File: config.mk
export PLATFORM = sky130hd
export DESIGN_NAME = ext_int_arbiter
export DESIGN_NICKNAME = d
export VERILOG_FILES = /design/src/rtl/ext_int_arbiter.sv
export SDC_FILE = /design/constraint.sdc
export NUM_CORES = 1
export LEC_CHECK = 0
export CORE_MARGIN = 2
export CORE_UTILIZATION = 25
export CTS_BUF_LIST = sky130_fd_sc_hd__clkbuf_4
export DETAILED_ROUTE_END_ITERATION = 8
export PLACE_DENSITY = 0.41
export SETUP_SLACK_MARGIN = 0.02
export SYNTH_ARGS = -nofsm -noshare
export SYNTH_HDL_FRONTEND = slang
export SYNTH_SLANG_ARGS = --single-unit
File: constraint.sdc
create_clock -name clk -period 30.2 [get_ports clk]
set_input_delay 6.04 -clock clk [delete_from_list [all_inputs] [get_ports clk]]
set_output_delay 6.04 -clock clk [all_outputs]
set_load 0.02 [all_outputs]
File: src/rtl/ext_int_arbiter.sv
// ext_int_arbiter: external-interrupt gateway and two-context (M/S) arbiter.
// Each source is latched into PENDING and stays closed until it is claimed and
// then completed. The best eligible source per context drives a registered
// claim ID, and its priority compared against the context threshold drives
// MEIP/SEIP.
// Optional feature macro: IRQ_EDGE_EN adds per-source edge triggering (TrigEdge)
// with a one-deep re-request bit.
module ext_int_arbiter #(
  parameter int NSRC  = 8,
  parameter int PRIOW = 3,
  localparam int IDW  = $clog2(NSRC + 1)
) (
  input  logic             clk,
  input  logic             reset,
  input  logic [NSRC-1:0]  IrqSrc,
`ifdef IRQ_EDGE_EN
  input  logic [NSRC-1:0]  TrigEdge,
`endif
  input  logic             PrioWrEn,
  input  logic [IDW-1:0]   PrioWrId,
  input  logic [PRIOW-1:0] PrioWrData,
  input  logic [NSRC-1:0]  EnM,
  input  logic [NSRC-1:0]  EnS,
  input  logic [PRIOW-1:0] ThreshM,
  input  logic [PRIOW-1:0] ThreshS,
  input  logic             ClaimM,
  input  logic             ClaimS,
  input  logic             CompleteEn,
  input  logic [IDW-1:0]   CompleteId,
  output logic [IDW-1:0]   ClaimIdM,
  output logic [IDW-1:0]   ClaimIdS,
  output logic             MExtIntOut,
  output logic             SExtIntOut
);

  typedef enum logic [1:0] {
    S_IDLE = 2'd0,
    S_PEND = 2'd1,
    S_INSV = 2'd2
  } src_state_e;

  src_state_e       state_q [NSRC];
  src_state_e       state_d [NSRC];
  logic [PRIOW-1:0] prio_q  [NSRC];

  logic [IDW-1:0]   claim_m_q, claim_s_q;
  logic             meip_q, seip_q;

  logic [IDW-1:0]   best_m_id, best_s_id;
  logic [PRIOW-1:0] best_m_pr, best_s_pr;

  logic [NSRC-1:0]  req_w;
  logic [NSRC-1:0]  claim_hit;
  logic [NSRC-1:0]  cmpl_hit;
  logic             claim_s_ok;
  logic             claim_clash;

`ifdef IRQ_EDGE_EN
  logic [NSRC-1:0]  irq_prev_q;
  logic [NSRC-1:0]  again_q, again_d;
  logic [NSRC-1:0]  rise_w;

  // Edge sources request only on a rising edge; level sources on the level
  always_comb begin
    rise_w = IrqSrc & ~irq_prev_q;
    req_w  = (TrigEdge & rise_w) | (~TrigEdge & IrqSrc);
  end
`else
  // All sources are level-triggered
  always_comb begin
    req_w = IrqSrc;
  end
`endif

  // Highest-priority eligible source per context; strict compare keeps the lowest ID on ties
  always_comb begin
    best_m_id = '0;
    best_m_pr = '0;
    best_s_id = '0;
    best_s_pr = '0;
    for (int i = 0; i < NSRC; i++) begin
      if (state_q[i] == S_PEND && EnM[i] && prio_q[i] > best_m_pr) begin
        best_m_pr = prio_q[i];
        best_m_id = IDW'(i + 1);
      end
      if (state_q[i] == S_PEND && EnS[i] && prio_q[i] > best_s_pr) begin
        best_s_pr = prio_q[i];
        best_s_id = IDW'(i + 1);
      end
    end
  end

  // Decode claim/complete strobes per source; M wins when both contexts claim the same ID
  always_comb begin
    claim_clash = ClaimM && ClaimS && (claim_m_q == claim_s_q);
    claim_s_ok  = ClaimS && !claim_clash;
    claim_hit   = '0;
    cmpl_hit    = '0;
    for (int i = 0; i < NSRC; i++) begin
      claim_hit[i] = (ClaimM && claim_m_q == IDW'(i + 1)) ||
                     (claim_s_ok && claim_s_q == IDW'(i + 1));
      cmpl_hit[i]  = CompleteEn && (CompleteId == IDW'(i + 1));
    end
  end

  // Per-source gateway next state
  always_comb begin
`ifdef IRQ_EDGE_EN
    again_d = again_q;
`endif
    for (int i = 0; i < NSRC; i++) begin
      state_d[i] = state_q[i];
      case (state_q[i])
        S_IDLE:  if (req_w[i])     state_d[i] = S_PEND;
        S_PEND:  if (claim_hit[i]) state_d[i] = S_INSV;
        S_INSV:  if (cmpl_hit[i])  state_d[i] = S_IDLE;
        default: state_d[i] = S_IDLE;
      endcase
`ifdef IRQ_EDGE_EN
      // A remembered (or simultaneous) edge re-arms the source straight to PENDING on complete
      if (state_q[i] == S_INSV && cmpl_hit[i]) begin
        again_d[i] = 1'b0;
        if (TrigEdge[i] && (again_q[i] || rise_w[i])) state_d[i] = S_PEND;
      end else if (state_q[i] != S_IDLE && TrigEdge[i] && rise_w[i]) begin
        again_d[i] = 1'b1;
      end
`endif
    end
  end

  // Source state, priorities and registered arbitration results
  always_ff @(posedge clk or posedge reset) begin
    if (reset) begin
      for (int i = 0; i < NSRC; i++) begin
        state_q[i] <= S_IDLE;
        prio_q[i]  <= '0;
      end
      claim_m_q <= '0;
      claim_s_q <= '0;
      meip_q    <= 1'b0;
      seip_q    <= 1'b0;
    end else begin
      for (int i = 0; i < NSRC; i++) begin
        state_q[i] <= state_d[i];
        if (PrioWrEn && PrioWrId == IDW'(i + 1)) prio_q[i] <= PrioWrData;
      end
      claim_m_q <= best_m_id;
      claim_s_q <= best_s_id;
      meip_q    <= (best_m_pr > ThreshM);
      seip_q    <= (best_s_pr > ThreshS);
    end
  end

`ifdef IRQ_EDGE_EN
  // Previous request level and re-request bits for edge detection
  always_ff @(posedge clk or posedge reset) begin
    if (reset) begin
      irq_prev_q <= '0;
      again_q    <= '0;
    end else begin
      irq_prev_q <= IrqSrc;
      again_q    <= again_d;
    end
  end
`endif

  // S sees 0 in a cycle where M takes the same ID
  always_comb begin
    ClaimIdM   = claim_m_q;
    ClaimIdS   = claim_clash ? '0 : claim_s_q;
    MExtIntOut = meip_q;
    SExtIntOut = seip_q;
  end

endmodule

==> After elaboration in Yosys (flattened, before gate mapping) <==
Index checks and enable logic that the tools add are counted.
{ "word_totals": {"elab_cells": 267, "input_bits": 47, "ff_bits": 50, "out_inout_bits": 10} }
{ "classes": {"n_reduce_logical": 92, "n_lt_le_gt_ge": 17, "muxes": 65, "n_eq_ne": 73} }
{ "op_table": {"columns": ["op", "count"], "rows": [
  ["1-bit logical AND", 67],
  ["4-bit by 3-bit == test with 1-bit output, second input constant", 16],
  ["4-bit 2-to-1 mux", 15],
  ["3-bit > comparator", 16],
  ["2-bit 2-to-1 mux", 24],
  ["3-bit 2-to-1 mux", 16],
  ["2-bit inequality test, second input constant", 24],
  ["2-bit case mux with 3 select lines", 8],
  ["4-bit by 2-bit == test with 1-bit output, second input constant", 8],
  ["3-bit AND reduction", 8],
  ["2-bit by 1-bit == test with 1-bit output, second input constant", 8],
  ["2-bit == test, second input constant", 8],
  ["4-bit by 1-bit == test with 1-bit output, second input constant", 4],
  ["4-bit == test, second input constant", 4],
  ["2-bit zero test", 8],
  ["1-bit logical OR", 8],
  ["4-bit == test", 1],
  ["3-bit by 1-bit > comparator with 1-bit output, second input constant", 1],
  ["1-bit 2-to-1 mux", 2],
  ["1-bit zero test", 1]
]} }

==> Longest topological paths before layout <==
Gate-level depths: netlist of run 1.
{ "depth": {"word_depth": 26, "depth_mapped": 55, "ltp_nobuf": 53} }

==> Worst setup path after synthesis of run 1 <==
No wires, ideal clock.
{ "synth_timing": {"path_kind": "in2reg", "startpoint": "in EnM[0]", "endpoint": "reg meip_q, in the netlist MExtIntOut", "setup_ns": 0.126, "slack_ns": 14.713, "arrival_time_ns": 15.361, "path_buffers": 1, "required_time_ns": 30.074, "path_stages": 48, "cell_sequence": "nand4b_1 -> ha_1 -> and3_4 -> a211oi_4 -> mux2i_1 -> inv_1 -> ha_1 -> and2_1 -> a31oi_1 -> nand2_1 -> a21oi_1 -> nor2_1 -> a21oi_1 -> ha_1 -> nor3b_1 -> o21ai_0 -> maj3_1 -> mux2i_1 -> [... 12 more ...] -> nor3_2 -> nor4_4 -> mux2_4 -> ha_1 -> nor2b_1 -> o21a_1 -> o2111ai_1 -> mux2_2 -> ha_1 -> a21o_1 -> a21oi_1 -> a311oi_1 -> clkbuf_1 -> o21ai_0 -> ha_1 -> a21o_1 -> a21oi_1 -> a31oi_1"} }
{ "synth_between": {"elab_chain_cells": 25} }
{ "synth_lines": {"columns": ["item", "line", "source"], "rows": [
  ["start, declared", "22", "input logic [NSRC-1:0] EnM,"],
  ["1-bit logical AND (*) (2 in series)", "82", "if (state_q[i] == S_PEND && EnM[i] && prio_q[i] > best_m_pr) begin"],
  ["3-bit 2-to-1 mux (*)", "82", null],
  ["3-bit > comparator", "82", null],
  ["1-bit logical AND", "82", null],
  ["3-bit 2-to-1 mux (*)", "82", null],
  ["3-bit > comparator", "82", null],
  ["1-bit logical AND", "82", null],
  ["3-bit 2-to-1 mux (*)", "82", null],
  ["[... 8 more ...]", null, null],
  ["3-bit 2-to-1 mux (*)", "82", null],
  ["3-bit > comparator", "82", null],
  ["1-bit logical AND", "82", null],
  ["3-bit 2-to-1 mux (*)", "82", null],
  ["3-bit > comparator", "82", null],
  ["1-bit logical AND", "82", null],
  ["3-bit 2-to-1 mux (*)", "82", null],
  ["3-bit > comparator (*)", "149", "meip_q <= (best_m_pr > ThreshM);"],
  ["end signal, assigned", "149", null],
  ["end, declared", "47", "logic meip_q, seip_q;"]
]} }
Every way passes the cells marked *; elsewhere a longest branch is shown, timed or not.
A chain may end at the register's enable or synchronous reset.

==> Worst setup path in the final report of run 1 <==
Ends and elaborated chain as after synthesis.

==> impl_metrics.xml, run 1 <==
<?xml version="1.0" encoding="UTF-8"?>
<metrics>
  <group name="synth">
    <metric name="post_synth_top_cells" unit="">54 x nand2_1, 50 x dfrtp_1, 41 x inv_1</metric>
    <metric name="ys_seq_elements" unit="">50</metric>
    <metric name="postSynthAreaPerCell" unit="sq um">8.64</metric>
    <metric name="biggest_area_contributors_in_the_synthesized_netlist" unit="">dfrtp_1 30%, ha_1 9.8%, mux2_2 6.7%</metric>
    <metric name="yosys.cell_count.top_type" unit="">nand2_1</metric>
    <metric name="synthDistinctLibCells" unit="">70</metric>
    <metric name="synth.cell_area" unit="sq mm">0.00421</metric>
    <metric name="yosysWarningCount" unit="">0</metric>
    <metric name="synth_edf_count" unit="">0</metric>
    <metric name="mappedNetlistNets" unit="">567</metric>
    <metric name="syn_inst" unit="">487</metric>
    <metric name="synth_async_sr_flop_share" unit="%">100</metric>
    <metric name="synth.largest_area_cell" unit="">dfrtp_1</metric>
    <metric name="synthDominantCellAreaShare" unit="%">29.7</metric>
    <metric name="synth_top_flop_cell" unit="">dfrtp_1</metric>
    <metric name="synth.yosys.seq_area_share" unit="%">29.7</metric>
  </group>
  <group name="place">
    <metric name="gp_congestion" unit="">0.856</metric>
    <metric name="io_buffer_count" unit="">56</metric>
    <metric name="place_hpwl" unit="mm">10.4</metric>
  </group>
  <group name="route">
    <metric name="remaining_design_rule_violation_count" unit="">0</metric>
    <metric name="drt_pass1_iterations" unit="">5</metric>
    <metric name="detail_route.wirelength" unit="mm">12.6</metric>
    <metric name="routed-via-count" unit="">3900</metric>
    <metric name="avgRoutedWirePerCell" unit="microns">16.4</metric>
    <metric name="post_drt_antenna_nets" unit="">0</metric>
    <metric name="drt-vias-per-instance" unit="">5.08</metric>
    <metric name="drt_iter0_markers" unit="">219</metric>
  </group>
  <group name="final_layout">
    <metric name="final_core_util" unit="%">31.0</metric>
    <metric name="finalNetCount" unit="">627</metric>
    <metric name="fraction_of_final_layout_cells_sized_beyond_drive_strength_1" unit="%">10.8</metric>
    <metric name="insertedDiodeCount" unit="">0</metric>
    <metric name="area_growth_syn_to_layout" unit="%">21.8</metric>
  </group>
  <group name="floorplanning">
    <metric name="die_height" unit="microns">134</metric>
    <metric name="die-area" unit="sq mm">0.0179</metric>
    <metric name="initial_core_utilization" unit="%">25.5</metric>
    <metric name="floorplan.rows" unit="">47</metric>
    <metric name="floorplan.core_area" unit="sq mm">0.0165</metric>
    <metric name="io-pin-count" unit="">57</metric>
    <metric name="die_width" unit="microns">134</metric>
  </group>
  <group name="power_and_ir_drop">
    <metric name="max-vdd-ir-drop" unit="V">0.0000187</metric>
    <metric name="power_per_cell_area" unit="mW/mm^2">81.5</metric>
    <metric name="leakage" unit="nW">2.14</metric>
    <metric name="total_power" unit="W">0.000418</metric>
  </group>
  <group name="clock_network">
    <metric name="post-cts-setup-buffer-count" unit="">0</metric>
    <metric name="clkTransAtPathRegs" unit="ps">160</metric>
    <metric name="cts_max_path_buffers" unit="">2</metric>
    <metric name="postCtsResizedCells" unit="">0</metric>
    <metric name="cts_tree" unit="">yes</metric>
    <metric name="clkLatencyLatePin" unit="ps">420</metric>
    <metric name="cts_num_sinks" unit="">50</metric>
    <metric name="cts_inserted_buffers" unit="">5</metric>
    <metric name="clk_root_buffer_cell" unit="">clkbuf_4</metric>
    <metric name="hold_buffers" unit="">0</metric>
    <metric name="ctsHtreeMaxLevel" unit="">2</metric>
  </group>
  <group name="flow_run">
    <metric name="max_cap_violations" unit="">0</metric>
  </group>
  <group name="sta">
    <metric name="period_share" unit="%">57.3</metric>
    <metric name="rsz_0062_raised_after_global_routing" unit="">false</metric>
    <metric name="fin_tns_setup" unit="ps">0</metric>
    <metric name="final_max_slew_viols" unit="">0</metric>
    <metric name="tightest_slew" unit="ps">1190</metric>
    <metric name="max_clock_freq" unit="MHz">57.8</metric>
    <metric name="finalSetupViolCount" unit="">0</metric>
    <metric name="timing.clock.skew" unit="ps">14.9</metric>
    <metric name="final.min_clock_period" unit="ps">17310</metric>
    <metric name="finalHoldViolCount" unit="">0</metric>
    <metric name="timing.max_slew.rel_slack" unit="%">20.4</metric>
    <metric name="final.hold.worst_slack" unit="ps">462</metric>
  </group>
  <group name="setup_path">
    <metric name="timing.critical_path.arrival" unit="ps">17640</metric>
    <metric name="worst_path_max_delay_cell" unit="">a311oi_1</metric>
    <metric name="timing_worst_setup_path_type" unit="">primary input to register</metric>
    <metric name="critical_path_required" unit="ps">30520</metric>
    <metric name="crit_path_frequent_cell" unit="">ha_1</metric>
    <metric name="critical_path.max_fanout" unit="">11</metric>
    <metric name="startpoint_type" unit="">primary input</metric>
    <metric name="max_stage_delay" unit="ps">900</metric>
    <metric name="worst_setup_path_end_kind" unit="">register</metric>
  </group>
  <group name="grt">
    <metric name="grt_pass1_vias" unit="">3883</metric>
    <metric name="global_route_wire_length_before_repair" unit="mm">20.7</metric>
    <metric name="antenna_found_initial" unit="">0</metric>
    <metric name="gr-total-overflow" unit="">0</metric>
    <metric name="track_usage" unit="%">14.6</metric>
    <metric name="largest_net_degree_at_the_start_of_global_routing" unit="">51</metric>
  </group>
  <group name="outcome">
    <metric name="status" unit="">finished, final reports clean</metric>
  </group>
  <group name="hold_path">
    <metric name="worst_min_delay_path_class" unit="">register to register</metric>
  </group>
</metrics>
==> power by group <==
group	total [W]	switching, W	internal, W
clock	0.0000416	0.0000241	0.0000176
combinational	0.000257	0.000141	0.000116
sequential	0.000119	0.0000286	0.0000902
==> kinds of logic after synthesis <==
family	share of synthesized area (%)
AO/OA/AOI/OAI	21.3
multiplexers	9.55
flip-flops	29.7
AND/OR/NAND/NOR	23.5
adder cells (fa/ha/maj)	11.1
buffers and inverters	4.22
XOR/XNOR	0.625
==> sequential cells by signal, indices dropped and copies added (netlist names) <==
signal / cells
state_q: 16
claim_s_q: 4
ClaimIdM: 4
SExtIntOut: 1
MExtIntOut: 1
prio_q: 24
==> path summary, 6_finish.rpt <==
path	slack [ps]	to	startpoint	cells past startpoint
min in group asynchronous	6090	state_q[12]	reset	3
max in group asynchronous	23640	prio_q[9]	reset	3
min	460	state_q[0]	state_q[1]	1
min reg2reg	460	state_q[0]	state_q[1]	1
max	12890	MExtIntOut	EnM[0]	49
max reg2reg	18120	MExtIntOut	state_q[14]	49
==> metal layers <==
metal / part of all wire, % / vias up / global-route usage, %
li1: - / 1921 / -
met1: 48 / 1878 / 19.7
met2: 46 / 93 / 24.3
met3: 4.7 / 8 / 2.97
met4: 0.83 / 0 / 3.01
met5: 0 / - / 0
==> critical path: cells and delay by family <==
family                     cells  cell delay, ps
AOI/OAI and AO/OA             18            4410
adders and majority gates     10            2740
buffers and inverters          3             680
muxes                          5            1640
and+or+nand+nor               13            2130
==> cell usage in the layout (no fill, tap or decap), types with 4 or more instances in the layout <==
master,count
nand2b_1,4
mux2_4,4
o21ai_0,26
mux2i_1,6
dfrtp_1,50
a31oi_1,15
and2_1,8
a22o_1,4
a21o_1,8
a21oi_1,26
o21a_1,4
nand3b_1,7
nand2_1,54
nand3_1,16
nor2b_1,17
and3_1,11
a311oi_1,4
clkdlybuf4s50_1,56
nor3_1,5
mux2_2,25
ha_1,33
nor3b_1,8
nor2_1,33
clkbuf_4,5
a211oi_1,4
nand4_1,7
inv_1,40
==> through the flow <==
step	setup WS, ps	instances	area, sq um
after global placement	13090	760	5040
after floorplan	14710	487	4210
final	12890	768	5120
after CTS	12990	768	5120
after detailed placement	12510	760	5040
after global routing	11820	768	5120
==> cell type report <==
type	count	area, sq um
clock inverters	3	43.8
clock buffers	5	37.5
flip-flops and latches	50	1250
well taps	220	275
repair buffers	59	583
inverters	41	154
multi-input cells	390	2780
fillers	1739	11400
No activity file was read; power rests on OpenSTA's default activity.
==> inputs of run 2 (changes only) <==
Clock period 30.2 ns to 16.7 ns, I/O delays scaled along.
==> run 2 against run 1 <==
Global-route usage increased by 0.083 points. Routed wire length decreased by 0.49%. Utilization stayed put. First-iteration DRC count grew 2.3%. Largest cell class unchanged. Clock power up 82%. Critical path type unchanged. Highest routed layer unchanged. Die area unchanged. Count of clock-buffer cells in the layout is the same. Final cell count stayed put. Critical path depth decreased by 2. Register-to-register slack got worse by 13000 ps. Sequential power grew 81%.
==> impl_metrics.xml, run 2 (synthesis results as in run 1) <==
<?xml version="1.0" encoding="UTF-8"?>
<metrics>
  <group name="final_layout">
    <metric name="final_cell_mix" unit="">56 x clkdlybuf4s50_1, 54 x nand2_1, 50 x dfrtp_1, 40 x inv_1</metric>
    <metric name="area_growth_syn_to_layout" unit="%">21.8</metric>
    <metric name="n_fill_cell" unit="">1753</metric>
    <metric name="top_regs" unit="">prio_q x24, state_q x16</metric>
    <metric name="largest-register" unit="">prio_q</metric>
    <metric name="most_common_library_cell_in_the_layout_ignoring_fill_and_taps" unit="">clkdlybuf4s50_1</metric>
    <metric name="largest_reg_flops" unit="">24</metric>
    <metric name="finalNetCount" unit="">627</metric>
    <metric name="fraction_of_final_layout_cells_sized_beyond_drive_strength_1" unit="%">10.8</metric>
    <metric name="insertedDiodeCount" unit="">0</metric>
  </group>
  <group name="route">
    <metric name="drt_iter0_markers" unit="">224</metric>
    <metric name="drt_pass1_iterations" unit="">4</metric>
    <metric name="route.top_layer_used" unit="">met4</metric>
    <metric name="avgRoutedWirePerCell" unit="microns">16.3</metric>
    <metric name="detail_route.wirelength" unit="mm">12.5</metric>
    <metric name="met3_wirelength" unit="microns">511</metric>
    <metric name="routed-wl-met2" unit="mm">5.71</metric>
    <metric name="post_drt_antenna_nets" unit="">0</metric>
    <metric name="routed-via-count" unit="">3824</metric>
    <metric name="m1WireLength" unit="mm">6.20</metric>
    <metric name="remaining_design_rule_violation_count" unit="">0</metric>
    <metric name="drt-vias-per-instance" unit="">4.98</metric>
  </group>
  <group name="clock_network">
    <metric name="cts_max_path_buffers" unit="">2</metric>
    <metric name="post-cts-setup-buffer-count" unit="">0</metric>
    <metric name="clkLatencyLatePin" unit="ps">420</metric>
    <metric name="hold_buffers" unit="">0</metric>
    <metric name="postCtsResizedCells" unit="">0</metric>
    <metric name="ctsHtreeMaxLevel" unit="">2</metric>
    <metric name="cts_tree" unit="">yes</metric>
    <metric name="cts_inserted_buffers" unit="">5</metric>
    <metric name="clkTransAtPathRegs" unit="ps">180</metric>
    <metric name="cts_num_sinks" unit="">50</metric>
    <metric name="clk_root_buffer_cell" unit="">clkbuf_4</metric>
  </group>
  <group name="flow_run">
    <metric name="max_cap_violations" unit="">0</metric>
  </group>
  <group name="sta">
    <metric name="final.min_clock_period" unit="ps">14520</metric>
    <metric name="period_share" unit="%">87.0</metric>
    <metric name="setup_slack" unit="ps">2180</metric>
    <metric name="max_clock_freq" unit="MHz">68.9</metric>
    <metric name="fin_tns_setup" unit="ps">0</metric>
    <metric name="final_max_slew_viols" unit="">0</metric>
    <metric name="rsz_0062_raised_after_global_routing" unit="">false</metric>
    <metric name="timing.max_slew.rel_slack" unit="%">21.6</metric>
    <metric name="finalHoldViolCount" unit="">0</metric>
    <metric name="timing.clock.skew" unit="ps">30.9</metric>
    <metric name="finalSetupViolCount" unit="">0</metric>
    <metric name="tightest_slew" unit="ps">1170</metric>
  </group>
  <group name="setup_path">
    <metric name="timing_worst_setup_path_type" unit="">primary input to register</metric>
    <metric name="timing.critical_path.arrival" unit="ps">14850</metric>
    <metric name="startpoint_type" unit="">primary input</metric>
    <metric name="max_stage_delay" unit="ps">890</metric>
    <metric name="critical_path.max_fanout" unit="">11</metric>
    <metric name="worst_setup_path_end_kind" unit="">register</metric>
    <metric name="worst_path_max_delay_cell" unit="">a311oi_1</metric>
    <metric name="worst-path-buf-inv" unit="">2</metric>
    <metric name="critical_path_required" unit="ps">17030</metric>
    <metric name="crit_path_frequent_cell" unit="">ha_1</metric>
    <metric name="cp_top_family" unit="">compound AO/OA/AOI/OAI gates</metric>
  </group>
  <group name="power_and_ir_drop">
    <metric name="leakage" unit="nW">2.14</metric>
    <metric name="max-vdd-ir-drop" unit="V">0.0000313</metric>
    <metric name="power_per_cell_area" unit="mW/mm^2">147</metric>
  </group>
  <group name="floorplanning">
    <metric name="floorplan.core_area" unit="sq mm">0.0165</metric>
    <metric name="die_width" unit="microns">134</metric>
    <metric name="initial_core_utilization" unit="%">25.5</metric>
    <metric name="die-area" unit="sq mm">0.0179</metric>
    <metric name="io-pin-count" unit="">57</metric>
    <metric name="floorplan.rows" unit="">47</metric>
    <metric name="die_height" unit="microns">134</metric>
  </group>
  <group name="place">
    <metric name="pre_cts_slack" unit="ps">1680</metric>
    <metric name="gp_congestion" unit="">0.856</metric>
    <metric name="io_buffer_count" unit="">56</metric>
    <metric name="place_hpwl" unit="mm">10.4</metric>
  </group>
  <group name="grt">
    <metric name="track_usage" unit="%">14.7</metric>
    <metric name="grt_pass1_vias" unit="">3853</metric>
    <metric name="antenna_found_initial" unit="">0</metric>
    <metric name="largest_net_degree_at_the_start_of_global_routing" unit="">51</metric>
    <metric name="gr-total-overflow" unit="">0</metric>
    <metric name="global_route_wire_length_before_repair" unit="mm">20.7</metric>
  </group>
  <group name="outcome">
    <metric name="status" unit="">finished, final reports clean</metric>
  </group>
  <group name="hold_path">
    <metric name="worst_min_delay_path_class" unit="">register to register</metric>
  </group>
</metrics>
==> run 2: cell counts in the layout (fill, tap and decap cells not counted) <==
No cell type changed its count.
==> run 2: final timing paths <==
path	end	startpoint	slack, ps	cells past startpoint
setup / recovery	MExtIntOut	EnM[0]	2180	47
setup reg to reg	MExtIntOut	state_q[14]	4770	47
max in group asynchronous	state_q[9]	reset	12830	3
min in group asynchronous	state_q[8]	reset	3400	3
hold / removal	state_q[0]	state_q[1]	470	1
hold reg to reg	state_q[0]	state_q[1]	470	1
==> run 2: worst reg2reg max path, delay by kind of cell (launching register included) <==
| kind | cells | cell delay (ps) |
|---|---|---|
| multiplexers | 5 | 1580 |
| buffers and inverters | 1 | 120 |
| flip-flops | 1 | 420 |
| adder cells (fa/ha/maj) | 10 | 2920 |
| AND/OR/NAND/NOR | 14 | 2580 |
| AO/OA/AOI/OAI | 17 | 4270 |
==> run 2: routing by layer <==
metal / GRT usage [%] / up-vias
met5: 0 / -
met1: 20.1 / 1811
met4: 2.96 / 0
met2: 24.1 / 87
met3: 3.08 / 9
li1: - / 1917
==> run 2: stage by stage <==
stage	area (sq um)	instances	hold WS (ps)	util (%)	power, W
after floorplan	4210	487	422	-	0.000545
after global placement	5040	760	435	30.5	0.000673
after detailed placement	5040	760	443	30.5	0.000682
after CTS	5120	768	471	31.0	0.000762
after global routing	5120	768	503	31.0	0.000838
final	5120	768	466	31.0	0.000754
==> run 2: where the power goes <==
group          internal (W)  switching [W]
Sequential         0.000163      0.0000515
Clock             0.0000318      0.0000438
Combinational      0.000210       0.000254
==> run 2: area by class of cell <==
type | count | area (sq um) | share of cell area [%]
inverter | 41 | 154 | 3.00
timing repair buffer | 59 | 583 | 11.4
clock inverter | 3 | 43.8 | 0.855
clock buffer | 5 | 37.5 | 0.733
multi-input combinational | 390 | 2780 | 54.2
tap | 220 | 275 | 5.37
sequential | 50 | 1250 | 24.4
